===== src/rtl/stim_gen_pkg.sv =====
// Shared types and helpers for the stim_toggle_gen toggle-pattern generator.
// Latency: n/a (types and constant functions only).
// Backpressure: n/a.
package stim_gen_pkg;

   typedef enum logic {
      IDLE = 1'b0,
      RUN  = 1'b1
   } state_t;

   // Width of a channel-select field; stays at least one bit for a single channel.
   function automatic int ch_sel_w(input int n);
      return (n > 1) ? $clog2(n) : 1;
   endfunction

   // Half-period loaded at reset: channel k toggles every k+1 cycles.
   function automatic int default_hp(input int k);
      return k + 1;
   endfunction

endpackage


===== src/rtl/stim_chan.sv =====
// One square-wave channel: half-period counter, compare, toggle flop.
// Latency: toggle registered on the edge where cnt reaches hp-1; load is one edge.
// Backpressure: none; free-running while i_run is high.
//
// Ports:
//   clk, rst_n   clock, asynchronous active-low reset
//   i_run        count/toggle enable for this edge (RUN and not stopping)
//   i_load       pattern start: load i_init, clear counter
//   i_clr        period rewrite: clear counter (toggle of this edge still happens)
//   i_init       level loaded on i_load
//   i_hp         current half-period; 0 freezes the channel
//   o_out        channel level
//   o_tog        this edge toggles the channel (combinational)
module stim_chan #(
   parameter int CNT_W = 8
) (
   input  logic             clk,
   input  logic             rst_n,
   input  logic             i_run,
   input  logic             i_load,
   input  logic             i_clr,
   input  logic             i_init,
   input  logic [CNT_W-1:0] i_hp,
   output logic             o_out,
   output logic             o_tog
);

   logic [CNT_W-1:0] r_cnt;
   logic             r_out;
   logic             w_frozen;

   assign w_frozen = (i_hp == '0);
   assign o_tog    = i_run && !w_frozen && (r_cnt == (i_hp - CNT_W'(1)));
   assign o_out    = r_out;

   always_ff @(posedge clk or negedge rst_n) begin
      if (!rst_n) begin
         r_out <= 1'b0;
         r_cnt <= '0;
      end else if (i_load) begin
         r_out <= i_init;
         r_cnt <= '0;
      end else begin
         if (o_tog) begin
            r_out <= ~r_out;
         end
         // A rewrite restarts the count even if it lands on a toggle edge.
         if (i_clr || o_tog || w_frozen) begin
            r_cnt <= '0;
         end else if (i_run) begin
            r_cnt <= r_cnt + CNT_W'(1);
         end
      end
   end

endmodule


===== src/rtl/stim_toggle_gen.sv =====
// Multi-channel programmable square-wave generator with start/stop and wrap pulse.
// Latency: start -> out=init_val after one edge; channel k first toggles hp[k] edges later.
// Backpressure: none; outputs are free-running, no ready handshake.
//
// Ports:
//   clk, rst_n          clock, asynchronous active-low reset
//   start, stop         pattern control (stop wins when both are high)
//   init_val            channel levels loaded on start
//   period_we/ch/val    half-period register write, any state; 0 freezes a channel
//   burst_len, done     RUN length and completion pulse (STIM_GEN_BURST_EN only)
//   out                 channel levels
//   busy                high while running
//   wrap                registered pulse: every live channel toggled on the same edge
//
// Optional feature macro: STIM_GEN_BURST_EN (burst-limited RUN with done pulse).
module stim_toggle_gen
   import stim_gen_pkg::*;
#(
   parameter  int NUM_CH   = 4,
   parameter  int CNT_W    = 8,
   localparam int CH_SEL_W = ch_sel_w(NUM_CH)
) (
   input  logic                clk,
   input  logic                rst_n,
   input  logic                start,
   input  logic                stop,
   input  logic [NUM_CH-1:0]   init_val,
   input  logic                period_we,
   input  logic [CH_SEL_W-1:0] period_ch,
   input  logic [CNT_W-1:0]    period_val,
`ifdef STIM_GEN_BURST_EN
   input  logic [CNT_W-1:0]    burst_len,
   output logic                done,
`endif
   output logic [NUM_CH-1:0]   out,
   output logic                busy,
   output logic                wrap
);

   state_t            r_state;
   state_t            w_state_nxt;
   logic              w_load;
   logic              w_run;
   logic              w_burst_end;
   logic              r_wrap;
   logic [NUM_CH-1:0] w_tog;
   logic [NUM_CH-1:0] w_live;
   logic [NUM_CH-1:0] w_out;

   always_ff @(posedge clk or negedge rst_n) begin
      if (!rst_n) begin
         r_state <= IDLE;
      end else begin
         r_state <= w_state_nxt;
      end
   end

   // w_run qualifies counting on this edge: a stopping edge never toggles.
   always_comb begin
      w_state_nxt = r_state;
      w_load      = 1'b0;
      w_run       = 1'b0;
      case (r_state)
         IDLE: begin
            if (start && !stop) begin
               w_state_nxt = RUN;
               w_load      = 1'b1;
            end
         end
         RUN: begin
            if (stop) begin
               w_state_nxt = IDLE;
            end else begin
               w_run = 1'b1;
               if (w_burst_end) begin
                  w_state_nxt = IDLE;
               end
            end
         end
         default: w_state_nxt = IDLE;
      endcase
   end

   // Per-channel half-period register plus channel instance. Selects that do not
   // match any channel index fall through, so out-of-range writes are dropped.
   for (genvar k = 0; k < NUM_CH; k++) begin : g_ch
      logic             w_we;
      logic [CNT_W-1:0] r_hp;

      assign w_we = period_we && (period_ch == CH_SEL_W'(k));

      always_ff @(posedge clk or negedge rst_n) begin
         if (!rst_n) begin
            r_hp <= CNT_W'(default_hp(k));
         end else if (w_we) begin
            r_hp <= period_val;
         end
      end

      assign w_live[k] = (r_hp != '0);

      stim_chan #(
         .CNT_W (CNT_W)
      ) u_chan (
         .clk    (clk),
         .rst_n  (rst_n),
         .i_run  (w_run),
         .i_load (w_load),
         .i_clr  (w_we),
         .i_init (init_val[k]),
         .i_hp   (r_hp),
         .o_out  (w_out[k]),
         .o_tog  (w_tog[k])
      );
   end

   // Toggles only happen on live channels, so equality means all live ones fired.
   always_ff @(posedge clk or negedge rst_n) begin
      if (!rst_n) begin
         r_wrap <= 1'b0;
      end else begin
         r_wrap <= w_run && (|w_tog) && (w_tog == w_live);
      end
   end

`ifdef STIM_GEN_BURST_EN
   logic [CNT_W-1:0] r_blen;
   logic [CNT_W-1:0] r_bcnt;
   logic             r_done;

   always_ff @(posedge clk or negedge rst_n) begin
      if (!rst_n) begin
         r_blen <= '0;
         r_bcnt <= '0;
         r_done <= 1'b0;
      end else begin
         // w_run is low on a stop edge, so stop at completion suppresses done.
         r_done <= w_run && w_burst_end;
         if (w_load) begin
            r_blen <= burst_len;
            r_bcnt <= '0;
         end else if (w_run) begin
            r_bcnt <= r_bcnt + CNT_W'(1);
         end
      end
   end

   // r_bcnt holds RUN edges already taken; this edge is the burst_len-th one.
   assign w_burst_end = (r_blen != '0) && (r_bcnt == (r_blen - CNT_W'(1)));
   assign done        = r_done;
`else
   assign w_burst_end = 1'b0;
`endif

   assign out  = w_out;
   assign busy = (r_state == RUN);
   assign wrap = r_wrap;

endmodule


===== config.mk =====
export PLATFORM = sky130hd
export DESIGN_NAME = stim_toggle_gen
export DESIGN_NICKNAME = d
export VERILOG_FILES = /design/src/rtl/stim_gen_pkg.sv /design/src/rtl/stim_chan.sv /design/src/rtl/stim_toggle_gen.sv
export SDC_FILE = /design/constraint.sdc
export NUM_CORES = 1
export LEC_CHECK = 0
export BUFFER_PORTS_ARGS = -buffer_cell sky130_fd_sc_hd__buf_2
export CAP_MARGIN = 40
export CELL_PAD_IN_SITES_DETAIL_PLACEMENT = 0
export CELL_PAD_IN_SITES_GLOBAL_PLACEMENT = 2
export CORE_MARGIN = 2
export CORE_UTILIZATION = 36
export CTS_CLUSTER_DIAMETER = 150
export DETAILED_ROUTE_END_ITERATION = 12
export GPL_TIMING_DRIVEN = 0
export PLACE_DENSITY = 0.85
export SLEW_MARGIN = 20
export SYNTH_ARGS = -nofsm -noshare
export SYNTH_HDL_FRONTEND = slang
export SYNTH_SLANG_ARGS = --single-unit

===== constraint.sdc =====
create_clock -name clk -period 2.25 [get_ports clk]
set_input_delay 0.45 -clock clk [delete_from_list [all_inputs] [get_ports clk]]
set_output_delay 0.45 -clock clk [all_outputs]
set_load 0.02 [all_outputs]

* Word level (Yosys, flattened, before mapping)
Index checks and enable logic that the tools add are counted.
Operators by class: add/subtract/negate cells 8, eq/ne operators 8, muxes and demuxes 25, bitwise operators 5, reductions and logical operators 46
Operators with widths (number):
- 8-bit two-way mux | 12
- 8-bit by 1-bit adder with 8-bit output (second input constant) | 4
- 8-bit equality test | 4
- 8-bit logical NOT | 4
- 8-bit nonzero test | 4
- 8-bit by 1-bit subtractor with 8-bit output (second input constant) | 4
- 1-bit logical AND | 15
- 1-bit two-way mux | 12
- 3-bit nonzero test | 4
- 1-bit logical OR | 8
- 2-bit nonzero test | 4
- 1-bit logical NOT | 5
- 1-bit NOT | 5
- 2-bit equality test (second input constant) | 2
- 4-bit equality test | 1
- 4-bit OR reduction | 1
- 2-bit by 1-bit equality test with 1-bit output (second input constant) | 1
- 2-bit logical NOT | 1
- 1-bit case mux with 2 select lines | 1
Storage, ports and cells: register bits 70, output and inout bits 6

* Logic depth before layout (Yosys ltp)
Gate-level depths: netlist of run 1.
word-level depth 8, mapped depth 10, depth with buffers taken out 9

* Modules after synthesis
Synthesis of run 1 repeated with hierarchy kept, for this count alone.
Unflattened totals: cells, all modules 471, area, all modules 4440.5 um^2
By module, submodules not included:
- stim_chan | instances 4, cells each 85, area each 750.7 um^2
- stim_toggle_gen | instances 1, cells each 131, area each 1437.6 um^2

* Least setup slack after synthesis of run 1
Ideal clock, no wire load.
path kind register -> register, start register g_ch[2].r_hp[0], end register r_wrap (netlist: wrap), arrival time 2268 ps, setup slack -112 ps, stages on the path, launching flop included 10, buffers on the path 0, period minus slack after synthesis 2362 ps, cell sequence dfstp_2 -> inv_1 -> ha_1 -> xor3_1 -> nor4_1 -> o2111ai_1 -> a211oi_1 -> nand2_1 -> a31o_1 -> a221oi_2
Between the ends: longest elaborated chain between the ends 7
RTL lines:
- start, declared | RTL line stim_toggle_gen.sv:88 | logic [CNT_W-1:0] r_hp;
- start signal, assigned | RTL line stim_toggle_gen.sv:94 | r_hp <= CNT_W'(default_hp(k));
- start signal, assigned | RTL line stim_toggle_gen.sv:96 | r_hp <= period_val;
- branches (longest 6 deep; another with 8-bit by 1-bit subtractor with 8-bit output)
- 1-bit logical AND * | RTL line stim_toggle_gen.sv:122 | r_wrap <= w_run && (|w_tog) && (w_tog == w_live);
- end signal, assigned | RTL line stim_toggle_gen.sv:122
- end, declared | RTL line stim_toggle_gen.sv:45 | logic r_wrap;
Mark *: on every way between the ends. A chain may end at the register's enable or synchronous reset.

* Final worst setup path of run 1
start register g_ch[3].r_hp[1], end register g_ch[3].u_chan.r_cnt[5]
Between the ends: longest elaborated chain between the ends 8
RTL lines:
- start, declared | RTL line stim_toggle_gen.sv:88
- start signal, assigned | RTL line stim_toggle_gen.sv:94
- start signal, assigned | RTL line stim_toggle_gen.sv:96
- branches (longest 5 deep; another with 8-bit by 1-bit subtractor with 8-bit output)
- 1-bit logical OR * | RTL line stim_chan.sv:48 | if (i_clr || o_tog || w_frozen) begin
- 8-bit two-way mux | RTL line stim_chan.sv:48
- 8-bit two-way mux | RTL line stim_chan.sv:40 | end else if (i_load) begin
- end signal, assigned | RTL line stim_chan.sv:51 | r_cnt <= r_cnt + CNT_W'(1);
- end, declared | RTL line stim_chan.sv:28 | logic [CNT_W-1:0] r_cnt;
Marked as above.

==> summary.md, run 1 <==
| Metric | Value |
|---|---|
| H-tree levels | 3 |
| Vias in the first global route | 3323 |
| DP Wirelength | 7.45 mm |
| Mapped cell area | 4200 um2 |
| Overall Global Routing Usage | 17.7% |
| Drt total wl | approximately 11 mm |
| # clock sinks | 70 |
| R2R Path End | g_ch[3].u_chan.r_cnt[5]$_DFFE_PN0P_ |
| Post-DRT Antenna Nets | 0 |
| Post-synth ARST share | 100% |
| Largest net degree at the start of global routing | 57 |
| Routed len/inst | 17.4 um |
| CP max FO | 8 |
| Worst R2R Setup Slack | -0.14 ns |
| Min-Delay Path Depth | 3 |
| Yosys cell types | slightly above 60 |
| Worst skew pair latency | 0.33 ns |
| Syn_nets | 456 |
| Clk_skew | approximately 0.0086 ns |
| Hold Path End | g_ch[1].u_chan.o_out$_DFFE_PN0P_ |
| GR Overflow Total | 0 |
| CTS buffer count | 9 |
| # setup viols final | 11 |
| Die width | approximately 110 um |
| IO Count | 25 |
| RePlAce Congestion | 0.858 |
| Pre-CTS setup slack | -0.551 ns |
| CTS tree | done |
| Synth Register Bits | 70 |
| Hold Slack | 0.367 ns |
| Worst Max-Slew Pin Slew | 0.691 ns |
| R2R Path Start | g_ch[3].r_hp[1]$_DFFE_PN0P_ |
| Die ar. | 12600 um2 |
| Final min period | 2.39 ns |
| Syn Area/Cell | 9.87 um2 |
| Ant diodes | 0 |
| Setup WS post-layout | -0.136 ns |
| HP Class | primary input to flip-flop |
| Internal power | 2.96 mW |
| DRC viols | 0 |
| Post-synthesis sequential area ratio | 41.8% |
| Worst slew margin | 53.9% |
| Maxcap violations | 0 |
| LEAKAGE | 2.17 nW |
| FP Rows | 39 |
| Main synth FF type | dfrtp_1 |
| Die Y-Extent | 112 um |
| RSZ-0062 raised after global routing | yes |
| VDD IR max | 0.457 mV |
| Cells after synthesis | ~430 |
| First-pass GRT wire length | between 15 and 20 mm |
| Power per cell area | 819 nW/um2 |
| CP Launch Type | flip-flop |
| Pins Over Slew Limit | 0 |
| Status | complete, but fails checks |
| Critical setup path kind | flip-flop to flip-flop |
| Initial Utilization | approximately 37% |
| EDFF count, synth | 0 |
| Share of cells above drive strength 1 | 31.5% |
| Clock-pin slew on the worst setup and hold paths | 0.06 ns |
| Vias per inst | 5.43 |
| Hold path start | init_val[1] |
| Failing checks | setup timing |
| Switch share | 30.5% |
| Final worst path period share | 106% |
| Post-layout nets | 505 |
| Critical Path RT | 2.49 ns |
| Combinational fraction of design power | 24.8% |
| DRT Pass-1 Iters | 4 |
| Sw power | 1.30 mW |
| R2r worst-path depth | 10 |
| Vias post-DR | 3380 |
| Initial antenna violation count | 0 |
| Endpoints failing hold | 0 |
| Ys Warns | 0 |
| Core ar. | 11400 um2 |
| Fmax | 0.419 GHz |
| Clock share of power | 36.3% |
| WP data arrival | 2.62 ns |
| IO buf count | 24 |
| Clock buffer depth | 2 |
| Clock root cell | clkbuf_16 |
| Area Growth Syn to Fin | 23.6% |
| Setup crit end kind | flip-flop |
| Register share of total power | 38.9% |
| DRT iter0 DRCs | approximately 210 |
what timing repair did:
item	4_1_cts	5_1_grt
hold buffers	1	0
buffers inserted	9	5
endpoints found under the hold margin	14	0
pin swaps	11	30
setup endpoints to repair	36	37
resized for setup	19	31
cloned	0	0
per-layer routing:
layer | vias up | GRT usage [%] | wire, um
met5 | - | 0 | 0
li1 | 1628 | - | -
met4 | 0 | 6.18 | 252
met2 | 63 | 28.0 | 5320
met1 | 1674 | 24.1 | 4840
met3 | 15 | 3.89 | 423
area by class of cell:
cell class	instances	area, um2
plain buffers	19	90.1
clock buffers	10	239
clock inverters	6	85.1
fillers	1123	6220
inverters	13	48.8
multi-input cells	322	2520
flip-flops and latches	70	1760
well taps	143	179
repair buffers	40	277
power by group through the flow:
stage | logic, mW | clock network, mW | registers, mW
after detailed placement | 0.899 | 0 | 1.67
after global routing | 1.18 | 1.62 | 1.68
after CTS | 0.969 | 1.59 | 1.64
after floorplan | 0.698 | 0 | 1.62
final | 1.06 | 1.54 | 1.66
after global placement | 0.865 | 0 | 1.66
sequential cells by signal, summed over array words and instances (netlist names):
name / cells
wrap: 1
g_ch.u_chan.o_out: 4
g_ch.u_chan.r_cnt: 32
g_ch.r_hp: 32
busy: 1
worst max-delay path, cell delays in order, from the launching register on:
cell      delay, ns
dfrtp_1        0.43
inv_2          0.08
ha_2           0.18
nor3b_4        0.21
nand2b_1       0.11
or4_4          0.48
nand3_2        0.10
a311o_2        0.19
buf_4          0.15
nand3_4        0.14
a311oi_2       0.22
metrics by stage:
step	TNS (ns)	total power, mW	cell area [um2]	utilization [%]	instances
5_1_grt	-2.10	4.48	5190	45.5	623
6_report	-0.550	4.25	5190	45.5	623
3_5_place_dp	-8.47	2.57	4540	39.8	594
2_1_floorplan	0	2.31	4210	-	426
3_3_place_gp	-7.19	2.53	4510	39.5	593
4_1_cts	-0.147	4.20	5020	44.0	619
how the worst max path moves through the flow:
stage,start,slack (ns),endpoint
2_1_floorplan,g_ch[3].r_hp[0]$_DFFE_PN0P_,0.03,g_ch[3].u_chan.r_cnt[0]$_DFFE_PN0P_
3_5_place_dp,g_ch[3].r_hp[0]$_DFFE_PN0P_,-0.55,g_ch[3].u_chan.r_cnt[5]$_DFFE_PN0P_
4_1_cts,g_ch[3].r_hp[1]$_DFFE_PN0P_,-0.10,wrap$_DFF_PN0_
5_1_grt,g_ch[3].r_hp[1]$_DFFE_PN0P_,-0.24,g_ch[3].u_chan.r_cnt[5]$_DFFE_PN0P_
6_report,g_ch[3].r_hp[1]$_DFFE_PN0P_,-0.14,g_ch[3].u_chan.r_cnt[5]$_DFFE_PN0P_
3_3_place_gp,g_ch[3].r_hp[0]$_DFFE_PN0P_,-0.47,g_ch[3].u_chan.r_cnt[0]$_DFFE_PN0P_
placed cells by master, fill, tap and decap left out, drive strengths merged, types with 11 or more instances in the layout:
master  count
nor3       11
nand2      23
nor2       46
mux2       34
nand3      29
buf        43
xor2       21
a21oi      20
ha         11
dfrtp      65
inv        13
clkbuf     25
xnor2      21
synthesized netlist by cell type (4+ instances only):
master | count | share of area [%]
nor3_1 | 11 | 1.3
a22oi_1 | 6 | 1.1
ha_1 | 11 | 3.3
or2_2 | 4 | 0.60
buf_4 | 4 | 0.71
xor2_1 | 21 | 4.4
nand3_1 | 28 | 3.3
xnor2_1 | 21 | 4.4
or3_1 | 4 | 0.60
nor2_1 | 45 | 4.0
and3_1 | 7 | 1.0
o21a_1 | 5 | 0.89
a211oi_1 | 6 | 1.1
dfrtp_1 | 65 | 39
clkbuf_1 | 15 | 1.3
o211a_1 | 4 | 0.95
nor4_1 | 5 | 0.74
nand2_1 | 23 | 2.1
mux2_2 | 34 | 9.1
nor2b_1 | 4 | 0.60
nor3b_1 | 5 | 0.89
a21oi_1 | 20 | 2.4
inv_1 | 13 | 1.2
o21ai_0 | 10 | 1.2
dfstp_2 | 5 | 3.1
cells by family (layout without fill, tap and decap cells):
logic type,count (synthesis),after routing,share of synthesized area (%)
muxes,37,37,9.82
adders and majority gates,11,11,3.27
xor gates and xnor gates,43,43,9.32
and+or+nand+nor,158,158,20.1
AOI/OAI and AO/OA,73,73,12.2
DFF,70,70,41.8
buffers and inverters,34,88,3.42
Power figures use the tool's default switching activity.
==> run 2: changes to the inputs <==
- clock period: 2.25 -> 2 ns (I/O delays scaled with it)
==> run 2 against run 1 <==
Against the previous run: the run still ends with setup timing left; non-clock buffer count up 9; setup slack worse by 0.22 ns; global-route usage increased by 0.23 points; flip-flop and latch count stayed put; first-iteration DRC count shrank 3.8%; combinational power increased by 24%; utilization grew 2.0 points; hold slack got worse by 0.062 ns; power grew 13%; largest cell class unchanged.
==> summary.md, run 2 (synthesis results as in run 1) <==
| Metric | Value |
|---|---|
| Status | complete, but fails checks |
| Failing checks | setup timing |
| Final worst path period share | 118% |
| Overall Global Routing Usage | 17.9% |
| Die width | 112 um |
| IO Count | 25 |
| Critical path, cell by cell | nor4b_4 > mux2i_1 > or3b_1 > a311o_2 > a211o_1 > a221oi_2 |
| Delay-heaviest family, CP | compound AO/OA/AOI/OAI gates |
| Clock root cell | clkbuf_16 |
| Fmax | approximately 0.42 GHz |
| DRT Pass-1 Iters | 4 |
| # clock sinks | 70 |
| FF/Latch Area | 1760 um2 |
| DRT iter0 DRCs | 200 |
| DRC viols | 0 |
| CP max stage delay | between 0.4 and 0.5 ns |
| GRT met1 Usage | a little under a quarter |
| Global-route track usage on met3 | 3.56% |
| Commonest cells after routing, fill and taps aside | 63 x dfrtp_1, 38 x nor2_1, 34 x mux2_2 |
| R2R Path End | wrap$_DFF_PN0_ |
| Post-DRT Antenna Nets | 0 |
| RSZ-0062 raised after global routing | yes |
| Setup WS post-layout | -0.355 ns |
| Initial antenna violation count | 0 |
| LEAKAGE | 2.23 nW |
| Maxcap violations | 0 |
| Pins Over Slew Limit | 0 |
| Critical setup path kind | flip-flop to flip-flop |
| CTS buffer count | 9 |
| CP Launch Type | flip-flop |
| Drt total wl | 10.7 mm |
| DP Wirelength | between 7 and 8 mm |
| Fill cells | about 1100 |
| Vias per inst | 5.38 |
| Largest net degree at the start of global routing | between 40 and 50 |
| HP Class | primary input to flip-flop |
| Core Util, Final | 47.5% |
| Ant diodes | 0 |
| R2r worst-path depth | 6 |
| First-pass GRT wire length | 17.5 mm |
| Die Y-Extent | 112 um |
| Worst slew margin | slightly below 50% |
| Critical path's slowest cell | dfrtp_1 |
| Initial Utilization | 36.8% |
| RePlAce Congestion | 0.809 |
| CTS tree | done |
| Vias post-DR | approximately 3400 |
| GR Overflow Total | 0 |
| Worst R2R Setup Slack | -0.36 ns |
| Area of the multi-input gates | 2670 um2 |
| M2 GR Usage | a little under a third |
| FP Rows | 39 |
| Power per cell area | roughly 900 nW/um2 |
| H-tree levels | 3 |
| Commonest non-fill, non-tap cell in the layout | dfrtp_1 |
| Critical Path RT | 2.25 ns |
| Vias in the first global route | 3345 |
| Endpoints failing hold | 0 |
| Core ar. | 11400 um2 |
| Hold Path End | g_ch[3].u_chan.o_out$_DFFE_PN0P_ |
| Clk_skew | 0.00461 ns |
| Post-layout nets | a little over 500 |
| Die ar. | 12600 um2 |
| VDD IR max | 0.829 mV |
| WP data arrival | 2.60 ns |
| GRT Max-Usage Layer | met2 |
| Clock buffer depth | 2 |
| Placed inst area | between 4000 and 5000 um2 |
| Pwr Total | 4.79 mW |
| CP max FO | 4 |
| Worst skew pair latency | 0.33 ns |
| # setup viols final | 28 |
| Area Growth Syn to Fin | 28.9% |
| Buf/Inv on CP | 0 |
| Setup crit end kind | flip-flop |
| Routed len/inst | between 15 and 20 um |
| R2R Path Start | g_ch[3].r_hp[3]$_DFFE_PN0P_ |
| Worst Max-Slew Pin Slew | roughly 0.76 ns |
| Hold path start | init_val[3] |
| IO buf count | 24 |
| Final Instance Area | roughly 5400 um2 |
| Share of cells above drive strength 1 | a little under two fifths |
| Clock-pin slew on the worst setup and hold paths | approximately 0.060 ns |
| Min-Delay Path Depth | 3 |
| Final min period | 2.36 ns |
run 2: tightest hold or removal path: stages:
cell and delay, ns:
buf_2 0.07, nor2_1 0.03, a21oi_1 0.09
run 2: worst max-delay path by stage:
stage                                start                                  end  slack [ns]  depth (start not counted)
3_5_place_dp   g_ch[3].r_hp[0]$_DFFE_PN0P_  g_ch[3].u_chan.r_cnt[5]$_DFFE_PN0P_       -0.58                          9
3_3_place_gp   g_ch[3].r_hp[0]$_DFFE_PN0P_  g_ch[3].u_chan.r_cnt[5]$_DFFE_PN0P_       -0.56                          9
6_report       g_ch[3].r_hp[3]$_DFFE_PN0P_                       wrap$_DFF_PN0_       -0.36                          6
2_1_floorplan  g_ch[2].r_hp[0]$_DFFE_PN1P_                       wrap$_DFF_PN0_       -0.16                          9
4_1_cts        g_ch[3].r_hp[0]$_DFFE_PN0P_                       wrap$_DFF_PN0_       -0.34                          7
5_1_grt        g_ch[3].r_hp[0]$_DFFE_PN0P_                       wrap$_DFF_PN0_       -0.48                         10
run 2: layout make-up:
cell class                      count  share of cell area [%]
Multi-Input combinational cell    322                    49.3
Sequential cell                    70                    32.5
Inverter                           13                   0.900
Buffer                             17                    1.57
Clock buffer                       11                    4.48
Timing Repair Buffer               51                    7.07
Clock inverter                      4                   0.877
Tap cell                          143                    3.30
run 2: routing by layer:
metal	wire (um)	part of all wire, %
met2	5530	51
met4	119	1.1
met5	0	0
met1	4800	45
met3	291	2.7
run 2: repair_timing:
action | 4_1_cts | 5_1_grt
hold buffers | 1 | 0
setup endpoints to repair | 37 | 37
endpoints found under the hold margin | 23 | 0
pin swaps | 35 | 28
setup buffers | 20 | 5
resized for setup | 52 | 31
run 2: per-stage QoR:
stage	hold WS, ns	worst slack (ns)	cells	setup TNS (ns)
finish	0.305	-0.355	631	-4.74
global route	0.324	-0.484	631	-8.01
CTS	0.306	-0.343	627	-4.87
detailed placement	0.331	-0.577	594	-14.75
global placement	0.527	-0.558	593	-14.18
floorplan	0.104	-0.156	426	-0.544
run 2: where the power goes:
| group | switching, mW | total [mW] | internal (mW) |
|---|---|---|---|
| combinational | 0.617 | 1.31 | 0.692 |
| sequential | 0.275 | 1.89 | 1.62 |
| clock | 0.599 | 1.59 | 0.988 |
| total | 1.49 | 4.79 | 3.30 |
==> run 3: changes to the inputs <==
- PLACE_DENSITY: 0.85 -> default
- PLACE_DENSITY_LB_ADDON: default -> 0.1
==> run 3 against run 2 <==
Against the previous run: the flow still finishes with violations (setup timing); flip-flop and latch count unchanged; routed wire length increased by 9.1%; utilization decreased by 0.56 points; global-route usage increased by 1.8 points; clock power increased by 11%; count of clock-buffer cells in the layout decreased by 1; register-to-register slack about the same; sequential power about the same.
==> summary.md, run 3 (synthesis results as in run 1) <==
| Metric | Value |
|---|---|
| Status | complete, but fails checks |
| Failing checks | setup timing |
| VDD IR max | 0.507 mV |
| Pins Over Slew Limit | 0 |
| CP max stage delay | 0.56 ns |
| Fmax | 0.427 GHz |
| Hold Path End | g_ch[3].u_chan.o_out$_DFFE_PN0P_ |
| Commonest cells after routing, fill and taps aside | 61 x dfrtp_1, 37 x nor2_1, 34 x mux2_2 |
| Fill cells | 1112 |
| R2R Path End | wrap$_DFF_PN0_ |
| Drt total wl | about 12 mm |
| Die width | 112 um |
| R2R Path Start | g_ch[2].r_hp[1]$_DFFE_PN1P_ |
| Routed len/inst | around 19 um |
| Maxcap violations | 0 |
| Endpoints failing hold | 0 |
| Vias in the first global route | 3381 |
| Delay-heaviest family, CP | compound AO/OA/AOI/OAI gates |
| CP max FO | 4 |
| Hold path start | init_val[3] |
| LEAKAGE | between 2 and 2.5 nW |
| Max Used Layer | met4 |
| Clock root cell | clkbuf_16 |
| # setup viols final | 37 |
| Setup WS post-layout | -0.343 ns |
| Core ar. | approximately 11000 um2 |
| Die ar. | approximately 13000 um2 |
| Initial antenna violation count | 0 |
| # clock sinks | 70 |
| Overall Global Routing Usage | 19.7% |
| FP Rows | 39 |
| Critical path, cell by cell | inv_2 > ha_4 > xnor2_1 > nor4_2 > o2111ai_1 > a211oi_2 > nand2_2 > a31o_1 > a221oi_2 |
| Commonest non-fill, non-tap cell in the layout | dfrtp_1 |
| Worst skew pair latency | 0.35 ns |
| Met2 wire len | 5.45 mm |
| Initial Utilization | 36.8% |
| Setup TNS | -6.61 ns |
| Post-layout nets | 513 |
| Final non-filler cell total | around 630 |
| CTS buffer count | 9 |
| Clock-pin slew on the worst setup and hold paths | 0.06 ns |
| R2r worst-path depth | 9 |
| Clk_skew | ~0.0059 ns |
| Post-DRT Antenna Nets | 0 |
| Final worst path period share | 117% |
| RePlAce Congestion | 0.766 |
| Area Growth Syn to Fin | 27.4% |
| Routed length on met3 | 299 um |
| First-pass GRT wire length | 18.9 mm |
| Dpl cells | just under 600 |
| Critical Path RT | 2.26 ns |
| H-tree levels | 3 |
| Met1 WL | 5.78 mm |
| CTS tree | done |
| DRT Pass-1 Iters | 4 |
| CP Launch Type | flip-flop |
| Pre-CTS setup slack | -0.551 ns |
| Worst R2R Setup Slack | -0.34 ns |
| Critical path's slowest cell | dfstp_2 |
| Ant diodes | 0 |
| Clock buffer depth | 2 |
| IO buf count | 24 |
| DRC viols | 0 |
| Share of cells above drive strength 1 | 36.1% |
| Worst slew margin | 45.5% |
| Power per cell area | between 900 and 1000 nW/um2 |
| Final min period | 2.34 ns |
| Min-Delay Path Depth | 3 |
| RSZ-0062 raised after global routing | yes |
| IO Count | 25 |
| DRT iter0 DRCs | slightly below 200 |
| Die Y-Extent | 112 um |
| Largest net degree at the start of global routing | 56 |
| WP data arrival | 2.60 ns |
| HP Class | primary input to flip-flop |
| DP Wirelength | 8.00 mm |
| Buf/Inv on CP | 1 |
| Setup crit end kind | flip-flop |
| Vias per inst | 5.30 |
| GR Overflow Total | 0 |
| Critical setup path kind | flip-flop to flip-flop |
| Worst Max-Slew Pin Slew | 0.817 ns |
| Vias post-DR | between 3000 and 4000 |
run 3: cell types whose count changed in the layout (fill, tap and decap cells not counted), sizes merged:
cell      previous run  this run
buf                 54        52
bufinv               1         2
clkinvlp             1         2
run 3: repair_timing:
item | CTS | global route
setup endpoints to repair | 38 | 37
resized for setup | 50 | 20
pin swaps | 36 | 5
endpoints found under the hold margin | 14 | 0
hold buffers | 1 | 0
setup buffers | 19 | 3
run 3: metrics by stage:
stage	hold slack, ns	instance area [um2]	total power [mW]	utilization, %
final	0.311	5360	4.90	46.9
after global routing	0.302	5360	5.16	46.9
after CTS	0.300	5250	4.89	46.0
after detailed placement	0.292	4580	2.94	40.1
after global placement	0.533	4550	2.91	39.9
after floorplan	0.104	4260	2.64	-
run 3: routing by layer:
metal  GRT usage (%)  vias to the layer above
met5               0                        -
met4            5.45                        0
met3            4.70                       10
met2            30.7                       28
met1            27.7                     1651
li1                -                     1654
run 3: area by class of cell:
type | count | area [um2] | share of cell area (%)
Tap cell | 143 | 179 | 3.34
Multi-Input combinational cell | 322 | 2590 | 48.5
Timing Repair Buffer | 48 | 355 | 6.64
Buffer | 19 | 90.1 | 1.68
Clock buffer | 10 | 239 | 4.46
Inverter | 13 | 48.8 | 0.911
Sequential cell | 70 | 1760 | 32.9
Clock inverter | 6 | 85.1 | 1.59
run 3: report_power, final:
group | total, mW | internal (mW) | switching, mW | leakage (nW)
Combinational | 1.25 | 0.635 | 0.610 | 1.18
Sequential | 1.88 | 1.62 | 0.257 | 0.878
Clock | 1.77 | 1.12 | 0.653 | 0.154
Total | 4.90 | 3.38 | 1.52 | 2.22
run 3: how the worst max path moves through the flow:
stage,start,to,slack [ns],cells after the start
finish,g_ch[2].r_hp[1]$_DFFE_PN1P_,wrap$_DFF_PN0_,-0.34,9
global route,g_ch[2].r_hp[1]$_DFFE_PN1P_,wrap$_DFF_PN0_,-0.51,9
CTS,g_ch[2].r_hp[1]$_DFFE_PN1P_,wrap$_DFF_PN0_,-0.36,9
detailed placement,g_ch[3].r_hp[0]$_DFFE_PN0P_,g_ch[3].u_chan.r_cnt[5]$_DFFE_PN0P_,-0.55,9
global placement,g_ch[3].r_hp[0]$_DFFE_PN0P_,g_ch[3].u_chan.r_cnt[5]$_DFFE_PN0P_,-0.55,9
floorplan,g_ch[2].r_hp[0]$_DFFE_PN1P_,wrap$_DFF_PN0_,-0.16,9
run 3: worst register-to-register path, cell delays in order, from the launching register on:
cell and delay [ns]:
dfstp_2 0.56, inv_2 0.06, ha_4 0.23, xnor2_1 0.13, nor4_2 0.22, o2111ai_1 0.16
a211oi_2 0.30, nand2_2 0.12, a31o_1 0.24, a221oi_2 0.22
